`src/rtl/dout_seq_ctrl_pkg.sv`:
```
// Shared constants, state encoding and entry packing for the DOUT playback sequencer.
// Table entries are kept as {dwell[15:0], mask[3:0], 4'b0, value[3:0]}.
package dout_seq_ctrl_pkg;

    localparam logic [3:0] ADDR_DSEQ     = 4'hD;
    localparam logic [3:0] ADDR_MAIN     = 4'h1;
    localparam logic [3:0] REG_DIGIOUT   = 4'h3;
    localparam logic [3:0] OFF_DSEQ_CTRL = 4'h0;

    localparam int CTRL_START_BIT = 0;
    localparam int CTRL_STOP_BIT  = 1;
    localparam int CTRL_LOOP_BIT  = 2;
    localparam int CTRL_LEN_LSB   = 8;
    localparam int CTRL_LEN_W     = 4;

    localparam int ENTRY_W = 28;

    localparam logic [15:0] DOUT_SEQ_ADDR = {ADDR_MAIN, 8'h00, REG_DIGIOUT};

    typedef enum logic [1:0] {
        ST_IDLE  = 2'd0,
        ST_ISSUE = 2'd1,
        ST_DWELL = 2'd2
    } seq_state_t;

    function automatic logic [ENTRY_W-1:0] pack_entry(input logic [31:0] w);
        return {w[31:16], w[11:8], 4'b0000, w[3:0]};
    endfunction

    function automatic logic [31:0] unpack_entry(input logic [ENTRY_W-1:0] e);
        return {e[27:12], 4'b0000, e[11:0]};
    endfunction

endpackage

```
`src/rtl/dout_seq_ctrl_dseq_table.sv`:
```
// Sequence table register file: one host write port, a host read port and a sequencer read port.
// Entries live at indices 1..DEPTH; any other index reads as zero and ignores writes.
module dseq_table
    import dout_seq_ctrl_pkg::*;
#(
    parameter int DEPTH = 8
) (
    input  logic               clk,
    input  logic               rst_n_i,
    input  logic               we_i,
    input  logic [3:0]         waddr_i,
    input  logic [ENTRY_W-1:0] wdata_i,
    input  logic [3:0]         host_raddr_i,
    output logic [ENTRY_W-1:0] host_rdata_o,
    input  logic [3:0]         seq_raddr_i,
    output logic [ENTRY_W-1:0] seq_rdata_o
);

    logic [ENTRY_W-1:0] entry_w [1:DEPTH];

    genvar gi;
    generate
        for (gi = 1; gi <= DEPTH; gi++) begin : g_entry
            logic [ENTRY_W-1:0] entry_q;

            always_ff @(posedge clk) begin
                if (!rst_n_i) begin
                    entry_q <= '0;
                end else if (we_i && (waddr_i == 4'(gi))) begin
                    entry_q <= wdata_i;
                end
            end

            assign entry_w[gi] = entry_q;
        end
    endgenerate

    // Both reads are combinational so the sequencer sees a table edit in the very cycle it issues.
    always_comb begin
        host_rdata_o = '0;
        seq_rdata_o  = '0;
        for (int i = 1; i <= DEPTH; i++) begin
            if (host_raddr_i == 4'(i)) host_rdata_o = entry_w[i];
            if (seq_raddr_i == 4'(i))  seq_rdata_o  = entry_w[i];
        end
    end

endmodule

```
`src/rtl/dout_seq_ctrl.sv`:
```
// DOUT write-port sequencer: replays table entries with per-entry dwell, optionally looping,
// while host writes always take the port first and the sequencer fills idle cycles.
module dout_seq_ctrl
    import dout_seq_ctrl_pkg::*;
#(
    parameter int DEPTH = 8
) (
    input  logic        sysclk,
    input  logic        reset,
    input  logic [15:0] reg_raddr,
    input  logic [15:0] reg_waddr,
    input  logic [31:0] reg_wdata,
    input  logic        reg_wen,
    output logic [31:0] reg_rdata,
    output logic [15:0] dout_waddr,
    output logic [31:0] dout_wdata,
    output logic        dout_wen,
    output logic        seq_busy
);

    seq_state_t   state_q;
    logic [3:0]   idx_q;
    logic [15:0]  cnt_q;
    logic [3:0]   len_q;
    logic         loop_q;
    logic         done_q;
    logic         deferred_q;

    logic               wsel_d, rsel_d, ctrl_wr_d, tbl_we_d;
    logic               start_d, stop_d, loop_req_d;
    logic [3:0]         widx_d, ridx_d, len_req_d, len_d;
    logic               adv_d, last_d;
    logic [ENTRY_W-1:0] host_entry_d, seq_entry_d;
    logic [15:0]        seq_dwell_d;
    logic               unused_raddr;

    assign wsel_d     = (reg_waddr[15:12] == ADDR_DSEQ);
    assign widx_d     = reg_waddr[3:0];
    assign ctrl_wr_d  = reg_wen && wsel_d && (widx_d == OFF_DSEQ_CTRL);
    assign tbl_we_d   = reg_wen && wsel_d && (widx_d != OFF_DSEQ_CTRL);
    assign start_d    = reg_wdata[CTRL_START_BIT];
    assign stop_d     = reg_wdata[CTRL_STOP_BIT];
    assign loop_req_d = reg_wdata[CTRL_LOOP_BIT];
    assign len_req_d  = reg_wdata[CTRL_LEN_LSB +: CTRL_LEN_W];
    assign len_d      = (len_req_d > 4'(DEPTH)) ? 4'(DEPTH) : len_req_d;

    assign rsel_d       = (reg_raddr[15:12] == ADDR_DSEQ);
    assign ridx_d       = reg_raddr[3:0];
    assign unused_raddr = ^reg_raddr[11:4];

    dseq_table #(
        .DEPTH (DEPTH)
    ) u_table (
        .clk          (sysclk),
        .rst_n_i      (reset),
        .we_i         (tbl_we_d),
        .waddr_i      (widx_d),
        .wdata_i      (pack_entry(reg_wdata)),
        .host_raddr_i (ridx_d),
        .host_rdata_o (host_entry_d),
        .seq_raddr_i  (idx_q + 4'd1),
        .seq_rdata_o  (seq_entry_d)
    );

    assign seq_dwell_d = seq_entry_d[27:12];
    assign last_d      = (idx_q == (len_q - 4'd1));
    // >= rather than == so a dwell shortened mid-count still terminates promptly.
    assign adv_d = ((state_q == ST_ISSUE) && !reg_wen && (seq_dwell_d == 16'd0)) ||
                   ((state_q == ST_DWELL) && (cnt_q >= seq_dwell_d));

    always_ff @(posedge sysclk) begin
        if (!reset) begin
            state_q    <= ST_IDLE;
            idx_q      <= '0;
            cnt_q      <= '0;
            len_q      <= '0;
            loop_q     <= 1'b0;
            done_q     <= 1'b0;
            deferred_q <= 1'b0;
        end else begin
            case (state_q)
                ST_IDLE: ;
                ST_ISSUE: begin
                    if (reg_wen) begin
                        if (!(ctrl_wr_d && stop_d)) deferred_q <= 1'b1;
                    end else if (!adv_d) begin
                        cnt_q   <= 16'd1;
                        state_q <= ST_DWELL;
                    end
                end
                ST_DWELL: begin
                    if (!adv_d) cnt_q <= cnt_q + 16'd1;
                end
                default: state_q <= ST_IDLE;
            endcase

            if (adv_d) begin
                if (!last_d) begin
                    idx_q   <= idx_q + 4'd1;
                    state_q <= ST_ISSUE;
                end else if (loop_q) begin
                    idx_q   <= '0;
                    state_q <= ST_ISSUE;
                end else begin
                    done_q  <= 1'b1;
                    state_q <= ST_IDLE;
                end
            end

            // Control writes are applied last so they override the step above.
            if (ctrl_wr_d) begin
                if (stop_d) begin
                    state_q <= ST_IDLE;
                end else if (start_d) begin
                    if (len_d != 4'd0) begin
                        state_q    <= ST_ISSUE;
                        idx_q      <= '0;
                        cnt_q      <= '0;
                        len_q      <= len_d;
                        loop_q     <= loop_req_d;
                        done_q     <= 1'b0;
                        deferred_q <= 1'b0;
                    end
                end else begin
                    loop_q <= loop_req_d;
                end
            end
        end
    end

    assign seq_busy = (state_q != ST_IDLE);

    always_comb begin
        reg_rdata = '0;
        if (rsel_d) begin
            if (ridx_d == OFF_DSEQ_CTRL) begin
                reg_rdata = {12'd0, idx_q, 4'd0, len_q, 3'd0,
                             deferred_q, done_q, loop_q, 1'b0, seq_busy};
            end else begin
                reg_rdata = unpack_entry(host_entry_d);
            end
        end
    end

    always_comb begin
        dout_waddr = '0;
        dout_wdata = '0;
        dout_wen   = 1'b0;
        if (reg_wen) begin
            dout_waddr = reg_waddr;
            dout_wdata = reg_wdata;
            dout_wen   = 1'b1;
        end else if (state_q == ST_ISSUE) begin
            dout_waddr = DOUT_SEQ_ADDR;
            dout_wdata = {20'd0, seq_entry_d[11:0]};
            dout_wen   = 1'b1;
        end
    end

endmodule

```
`config.mk`:
```
export PLATFORM = sky130hd
export DESIGN_NAME = dout_seq_ctrl
export DESIGN_NICKNAME = d
export VERILOG_FILES = /design/src/rtl/dout_seq_ctrl_pkg.sv /design/src/rtl/dout_seq_ctrl_dseq_table.sv /design/src/rtl/dout_seq_ctrl.sv
export SDC_FILE = /design/constraint.sdc
export NUM_CORES = 1
export LEC_CHECK = 0
export ABC_AREA = 1
export BUFFER_PORTS_ARGS = -buffer_cell sky130_fd_sc_hd__buf_4
export CORE_ASPECT_RATIO = 1.1
export CORE_MARGIN = 4
export CORE_UTILIZATION = 53
export CTS_BUF_LIST = sky130_fd_sc_hd__clkbuf_4
export DETAILED_ROUTE_END_ITERATION = 12
export GPL_ROUTABILITY_DRIVEN = 0
export PLACE_DENSITY = 0.81
export SYNTH_ARGS = -nofsm -noshare
export SYNTH_HDL_FRONTEND = slang
export SYNTH_SLANG_ARGS = --single-unit
```
`constraint.sdc`:
```
create_clock -name sysclk -period 5.5 [get_ports sysclk]
set_input_delay 0 -clock sysclk [delete_from_list [all_inputs] [get_ports sysclk]]
set_output_delay 0 -clock sysclk [all_outputs]
set_load 0.1 [all_outputs]
```
==> impl_metrics.py, run 1 <==
metrics = {
    "worst_setup_path": {
        "cp_common_cell": "nand2_1",
        "critPathTopFamily": "simple AND/OR/NAND/NOR gates",
        "worst_ep_arrival_time_ps": 5430,
        "worstSetupEndpointType": "flop",
        "start_kind": "flop",
        "path_class": "reg -> reg",
        "cpPeakStageDelay_ps": 480,
        "critPathSlowestCell": "dfxtp_1",
        "critPathRequiredTime_ps": 6080,
        "crit_buf_inv": 5,
        "path_max_fanout": 30,
    },
    "logic_synthesis": {
        "synth_top_area_share_pct": 34.37,
        "synth_warnings": 0,
        "synthTopCellsByArea": "dfxtp_1 (34%), o21ai_0 (12%), nand2_1 (11%)",
        "syn_area_sq_um": 12870,
        "ys_types": 49,
        "synth_seq_cells": 221,
        "ys_seq_area_share_pct": 34.37,
        "syn-mean-instance-area_sq_um": 6.524,
        "synthCells": 1973,
        "synth_top_cell_by_area": "dfxtp_1",
    },
    "place": {
        "io_buffers": 133,
        "placedInstanceArea_sq_um": 13890,
        "place_inst": 2305,
        "pre_cts_ws_ps": 779.2,
        "dp_hpwl_microns": 28290,
    },
    "die": {
        "io-pin-count": 149,
        "die_y_microns": 171.5,
        "core.rowCount": 59,
        "dieWidth_microns": 156.6,
        "die-area_sq_um": 26850,
        "core_sq_um": 23770,
        "initial_core_util_pct": 54.15,
    },
    "global_route": {
        "antenna_found_initial": 2,
        "grt_pass1_vias": 13460,
        "grt_max_degree": 83,
        "grt_usage_pct": 30.60,
        "grt_first_pass_wirelength_microns": 67990,
        "gr-total-overflow": 0,
    },
    "run": {
        "drv_cap": 0,
    },
    "final_layout": {
        "fin_cells": 2435,
        "utilization_pct": 62.78,
        "final_common_cell": "nand2_1",
        "syn_to_final_growth_pct": 15.93,
        "final_cell_mix": "nand2_1 (381), o21ai_0 (309), a21oi_1 (265), inv_1 (236), dfxtp_1 (221)",
        "layout-drive-gt1-share_pct": 13.72,
        "fin_area_sq_um": 14920,
        "num-nets-final": 2187,
    },
    "sta": {
        "finalClockSkew_ps": 32.04,
        "maxSlewViolCount": 0,
        "hold_slack_ps": 41.45,
        "setup_violations": 0,
        "grt_setup_unrepaired": "no",
        "clock.fmax_mhz": 206.0,
        "tightest_slew_ps": 1073,
        "max_slew_margin_pct": 28.23,
        "layout_setup_ws_ps": 646.0,
        "finalCriticalPeriod_ps": 4854,
        "setup_tns_ps": 0,
        "hold_viol": 0,
        "min_period_over_period_pct": 88.26,
    },
    "clock_tree": {
        "clkSinkCount": 221,
        "cts_setup_buffers": 0,
        "clockRootBuffer": "clkbuf_4",
        "clockBufferDepth": 3,
        "cts_made_buffers": 57,
        "cts_resized": 0,
        "clk_latency_ps": 680,
        "ctsHtreeMaxLevel": 2,
        "cts_hold_repair.buffers": 34,
        "clk_pin_slew_worst_paths_ps": 70,
        "cts_tree": "yes",
    },
    "power_and_ir_drop": {
        "powerDensity_nw_per_um2": 251.0,
        "power_mw": 3.746,
        "p_leak_nw": 6.559,
        "vdd_ir_drop_max_uv": 114.3,
    },
    "min_path": {
        "hold_class": "in -> reg",
    },
    "route": {
        "detail-route-antenna-nets": 0,
        "dr_total_vias": 14590,
        "routed_via_density": 5.990,
        "avgRoutedWirePerCell_microns": 17.55,
        "wl_microns": 42730,
        "drcViolationCount": 0,
        "first_pass_iters": 7,
        "drt_iter0_drc": 1965,
    },
    "run_status": {
        "status": "finished, final reports clean",
    },
}
synthesized netlist by cell type, drive strengths merged:
| cell type | count |
|---|---|
| or2 | 15 |
| xor2 | 6 |
| buf | 36 |
| nand3 | 105 |
| a41oi | 4 |
| xnor2 | 3 |
| nor2 | 76 |
| o22ai | 5 |
| inv | 243 |
| clkbuf | 102 |
| a221oi | 15 |
| conb | 1 |
| o211ai | 23 |
| a21boi | 1 |
| nand2 | 387 |
| o32ai | 3 |
| o31ai | 1 |
| nor3 | 23 |
| dfxtp | 221 |
| a311oi | 4 |
| nand4 | 54 |
| nor4 | 6 |
| o2111ai | 3 |
| a221o | 1 |
| a21oi | 265 |
| o21ai | 317 |
| a211oi | 3 |
| clkinv | 10 |
| and3 | 1 |
| a31oi | 5 |
| o221ai | 7 |
| ha | 27 |
per-layer routing:
metal / vias up / part of all wire (%) / global-route usage [%]
li1: 6897 / - / -
met1: 6721 / 41 / 40.62
met2: 839 / 46 / 49.35
met3: 126 / 10 / 6.517
met4: 2 / 2.7 / 10.98
met5: - / 0.040 / 0
cells by family after synthesis:
kind of cell | synth area share (%)
AOI/OAI and AO/OA | 27.36
and+or+nand+nor | 22.79
other | 0.02913
buffers and inverters | 12.21
adders and majority gates | 2.624
xor gates and xnor gates | 0.6124
DFF | 34.37
path summary, 6_finish.rpt:
| check | startpoint | to | slack (ps) | cells after the start |
|---|---|---|---|---|
| worst max-delay path | idx_q[1]$_SDFF_PN0_ | cnt_q[10]$_SDFF_PN0_ | 650 | 28 |
| worst min-delay path | reg_wen | deferred_q$_SDFF_PN0_ | 40 | 5 |
| worst max register to register | idx_q[1]$_SDFF_PN0_ | cnt_q[10]$_SDFF_PN0_ | 650 | 28 |
| worst min register to register | done_q$_SDFF_PN0_ | done_q$_SDFF_PN0_ | 450 | 2 |
worst reg2reg max path: cells and delay by family, from the launching register on:
| kind | cells | cell delay [ps] |
|---|---|---|
| compound gates | 4 | 650 |
| fa+ha+maj | 2 | 570 |
| simple gates | 17 | 2090 |
| flops | 1 | 480 |
| buf+inv | 5 | 960 |
area by class of cell:
class / instances / area (sq um)
fillers: 2226 / 8847
multi-input cells: 1367 / 6943
flip-flops and latches: 221 / 4424
repair buffers: 193 / 1534
inverters: 253 / 952.2
clock buffers: 88 / 660.6
well taps: 305 / 381.6
clock inverters: 6 / 22.52
diodes: 2 / 5.005
report_power, final:
group          internal, mW  switching (mW)  leakage [nW]
clock                 0.714           0.673         0.417
sequential             1.62          0.0226          1.78
combinational         0.175           0.546          4.36
total                  2.51            1.24          6.56
registers in the layout (all words and copies together), names as in the netlist:
signal	count
loop_q	1
deferred_q	1
len_q	4
u_table.g_entry.entry_q	192
done_q	1
idx_q	4
cnt_q	16
state_q	2
Power figures use the tool's default switching activity.
==> run 2: changes to the inputs <==
--- a/config.mk
+++ b/config.mk
@@ -13,7 +13,7 @@
 export CTS_BUF_LIST = sky130_fd_sc_hd__clkbuf_4
 export DETAILED_ROUTE_END_ITERATION = 12
 export GPL_ROUTABILITY_DRIVEN = 0
-export PLACE_DENSITY = 0.81
+export PLACE_DENSITY_LB_ADDON = 0.08
 export SYNTH_ARGS = -nofsm -noshare
 export SYNTH_HDL_FRONTEND = slang
 export SYNTH_SLANG_ARGS = --single-unit
==> run 2 against run 1 <==
Sequential share of layout area down 0.12 points. Sequential power is essentially flat. Final cell count increased by 0.12%. Largest cell class unchanged.
==> impl_metrics.py, run 2 (same netlist as run 1, synthesis figures left out) <==
metrics = {
    "route": {
        "wl_microns": 43080,
        "routed_via_density": 5.836,
        "drcViolationCount": 0,
        "drt_iter0_drc": 1776,
        "first_pass_iters": 6,
        "detail-route-antenna-nets": 0,
        "dr_total_vias": 14230,
        "avgRoutedWirePerCell_microns": 17.67,
    },
    "run_status": {
        "status": "finished, final reports clean",
    },
    "final_layout": {
        "seqCellArea_sq_um": 4424,
        "final_common_cell": "nand2_1",
        "multiInputGateArea_sq_um": 6937,
        "fillers": 2299,
        "largest_register": "u_table.g_entry.entry_q",
        "fin_area_sq_um": 14990,
        "final_cell_mix": "nand2_1 (381), o21ai_0 (309), a21oi_1 (265), inv_1 (236), dfxtp_1 (221)",
        "layout-drive-gt1-share_pct": 13.56,
        "syn_to_final_growth_pct": 16.42,
        "largest_register_ffs": 192,
        "num-nets-final": 2190,
        "top_regs": "u_table.g_entry.entry_q: 192 flops, cnt_q: 16 flops",
        "fin_cells": 2438,
    },
    "global_route": {
        "grt_max_degree": 111,
        "grt_first_pass_wirelength_microns": 68270,
        "gr-total-overflow": 0,
        "grtUsageMet1_pct": 43.38,
        "grt_pass1_vias": 12990,
        "grt.busiest_layer": "met2",
        "met3_usage_pct": 5.435,
        "antenna_found_initial": 1,
        "grt_usage_pct": 30.88,
        "grt_use_met2_pct": 48.71,
    },
    "clock_tree": {
        "clockBufferDepth": 3,
        "clk_pin_slew_worst_paths_ps": 70,
        "clockRootBuffer": "clkbuf_4",
        "cts_resized": 0,
        "cts_tree": "yes",
        "ctsHtreeMaxLevel": 2,
        "cts_made_buffers": 58,
        "cts_setup_buffers": 0,
        "clkSinkCount": 221,
        "clk_latency_ps": 700,
        "cts_hold_repair.buffers": 37,
    },
    "power_and_ir_drop": {
        "clockPowerShare_pct": 38.6,
        "combPwrFrac_pct": 18.7,
        "internal-power_mw": 2.579,
        "swShare_pct": 32.70,
        "power_mw": 3.832,
        "vdd_ir_drop_max_uv": 162.5,
        "powerDensity_nw_per_um2": 255.7,
        "p_leak_nw": 6.585,
        "power_switching_mw": 1.253,
        "seqPwrFrac_pct": 42.7,
    },
    "worst_setup_path": {
        "critPathRequiredTime_ps": 6100,
        "worst_ep_arrival_time_ps": 5520,
        "reg2regPathDepth": 28,
        "cpPeakStageDelay_ps": 500,
        "worstSetupEndpointType": "flop",
        "r2r_slack_ps": 580,
        "cp_common_cell": "nand2_1",
        "start_kind": "flop",
        "path_max_fanout": 30,
        "critPathSlowestCell": "dfxtp_1",
        "path_class": "reg -> reg",
        "r2r_start": "idx_q[0]$_SDFF_PN0_",
        "reg2reg_to": "cnt_q[15]$_SDFF_PN0_",
    },
    "sta": {
        "tightest_slew_ps": 1023,
        "finalCriticalPeriod_ps": 4925,
        "finalClockSkew_ps": 35.86,
        "setup_tns_ps": 0,
        "max_slew_margin_pct": 31.55,
        "hold_viol": 0,
        "setup_violations": 0,
        "clock.fmax_mhz": 203.1,
        "min_period_over_period_pct": 89.54,
        "grt_setup_unrepaired": "no",
        "maxSlewViolCount": 0,
        "layout_setup_ws_ps": 575.2,
    },
    "place": {
        "dp_hpwl_microns": 28560,
        "io_buffers": 133,
        "placedInstanceArea_sq_um": 13880,
        "place_inst": 2304,
        "pre_cts_ws_ps": 630.5,
    },
    "die": {
        "die-area_sq_um": 26850,
        "initial_core_util_pct": 54.15,
        "core_sq_um": 23770,
        "io-pin-count": 149,
        "core.rowCount": 59,
        "die_y_microns": 171.5,
        "dieWidth_microns": 156.6,
    },
    "min_path": {
        "worstHoldStart": "reg_waddr[1]",
        "hold_class": "in -> reg",
        "holdPathEnd": "u_table.g_entry[2].entry_q[21]$_SDFFE_PN0P_",
        "holdPathStages": 5,
    },
    "run": {
        "drv_cap": 0,
    },
}
run 2: cell types whose count changed in the layout (fill, tap and decap cells not counted), sizes merged:
cell | previous run | this run
clkinv | 15 | 19
clkbuf | 88 | 85
dlygate4sd3 | 34 | 37
bufinv | 0 | 2
buf | 159 | 158
diode | 2 | 1
inv | 244 | 243
run 2: per-layer routing:
layer	share of wire [%]	vias up	routed length, microns
li1	-	6898	-
met1	44	6578	18790
met2	45	676	19560
met3	9.1	75	3935
met5	0	-	0
met4	1.8	0	785
run 2: how the worst max path moves through the flow:
stage	startpoint	end	slack [ps]	cells past startpoint
2_1_floorplan	idx_q[1]$_SDFF_PN0_	cnt_q[11]$_SDFF_PN0_	1670	27
3_3_place_gp	idx_q[1]$_SDFF_PN0_	cnt_q[10]$_SDFF_PN0_	780	28
3_5_place_dp	idx_q[1]$_SDFF_PN0_	cnt_q[15]$_SDFF_PN0_	630	28
4_1_cts	idx_q[0]$_SDFF_PN0_	cnt_q[15]$_SDFF_PN0_	630	28
5_1_grt	idx_q[1]$_SDFF_PN0_	cnt_q[2]$_SDFF_PN0_	100	28
6_report	idx_q[0]$_SDFF_PN0_	cnt_q[15]$_SDFF_PN0_	580	28
run 2: area by class of cell:
class                           count  share of cell area (%)
Multi-Input combinational cell   1367                   46.29
Tap cell                          305                   2.547
Sequential cell                   221                   29.52
Clock inverter                     11                  0.6262
Timing Repair Buffer              195                   10.39
Antenna cell                        1                 0.01670
Inverter                          253                   6.354
Clock buffer                       85                   4.258
run 2: critical path, delay by kind of cell (launching register included):
kind | cells | cell delay (ps)
compound gates | 4 | 690
fa+ha+maj | 2 | 560
buf+inv | 5 | 940
flops | 1 | 500
simple gates | 17 | 2100
run 2: stage by stage:
stage,util [%],hold slack [ps]
detailed placement,58.40,322.6
global route,63.04,35.40
global placement,58.40,307.5
CTS,63.03,7.965
floorplan,-,180.0
finish,63.04,55.41
run 2: power groups by stage:
stage	sequential (mW)	combinational (mW)	clock [mW]
4_1_cts	1.64	0.706	1.50
2_1_floorplan	1.67	0.514	0
3_3_place_gp	1.67	0.680	0
3_5_place_dp	1.67	0.688	0
5_1_grt	1.64	0.767	1.60
6_report	1.64	0.716	1.48
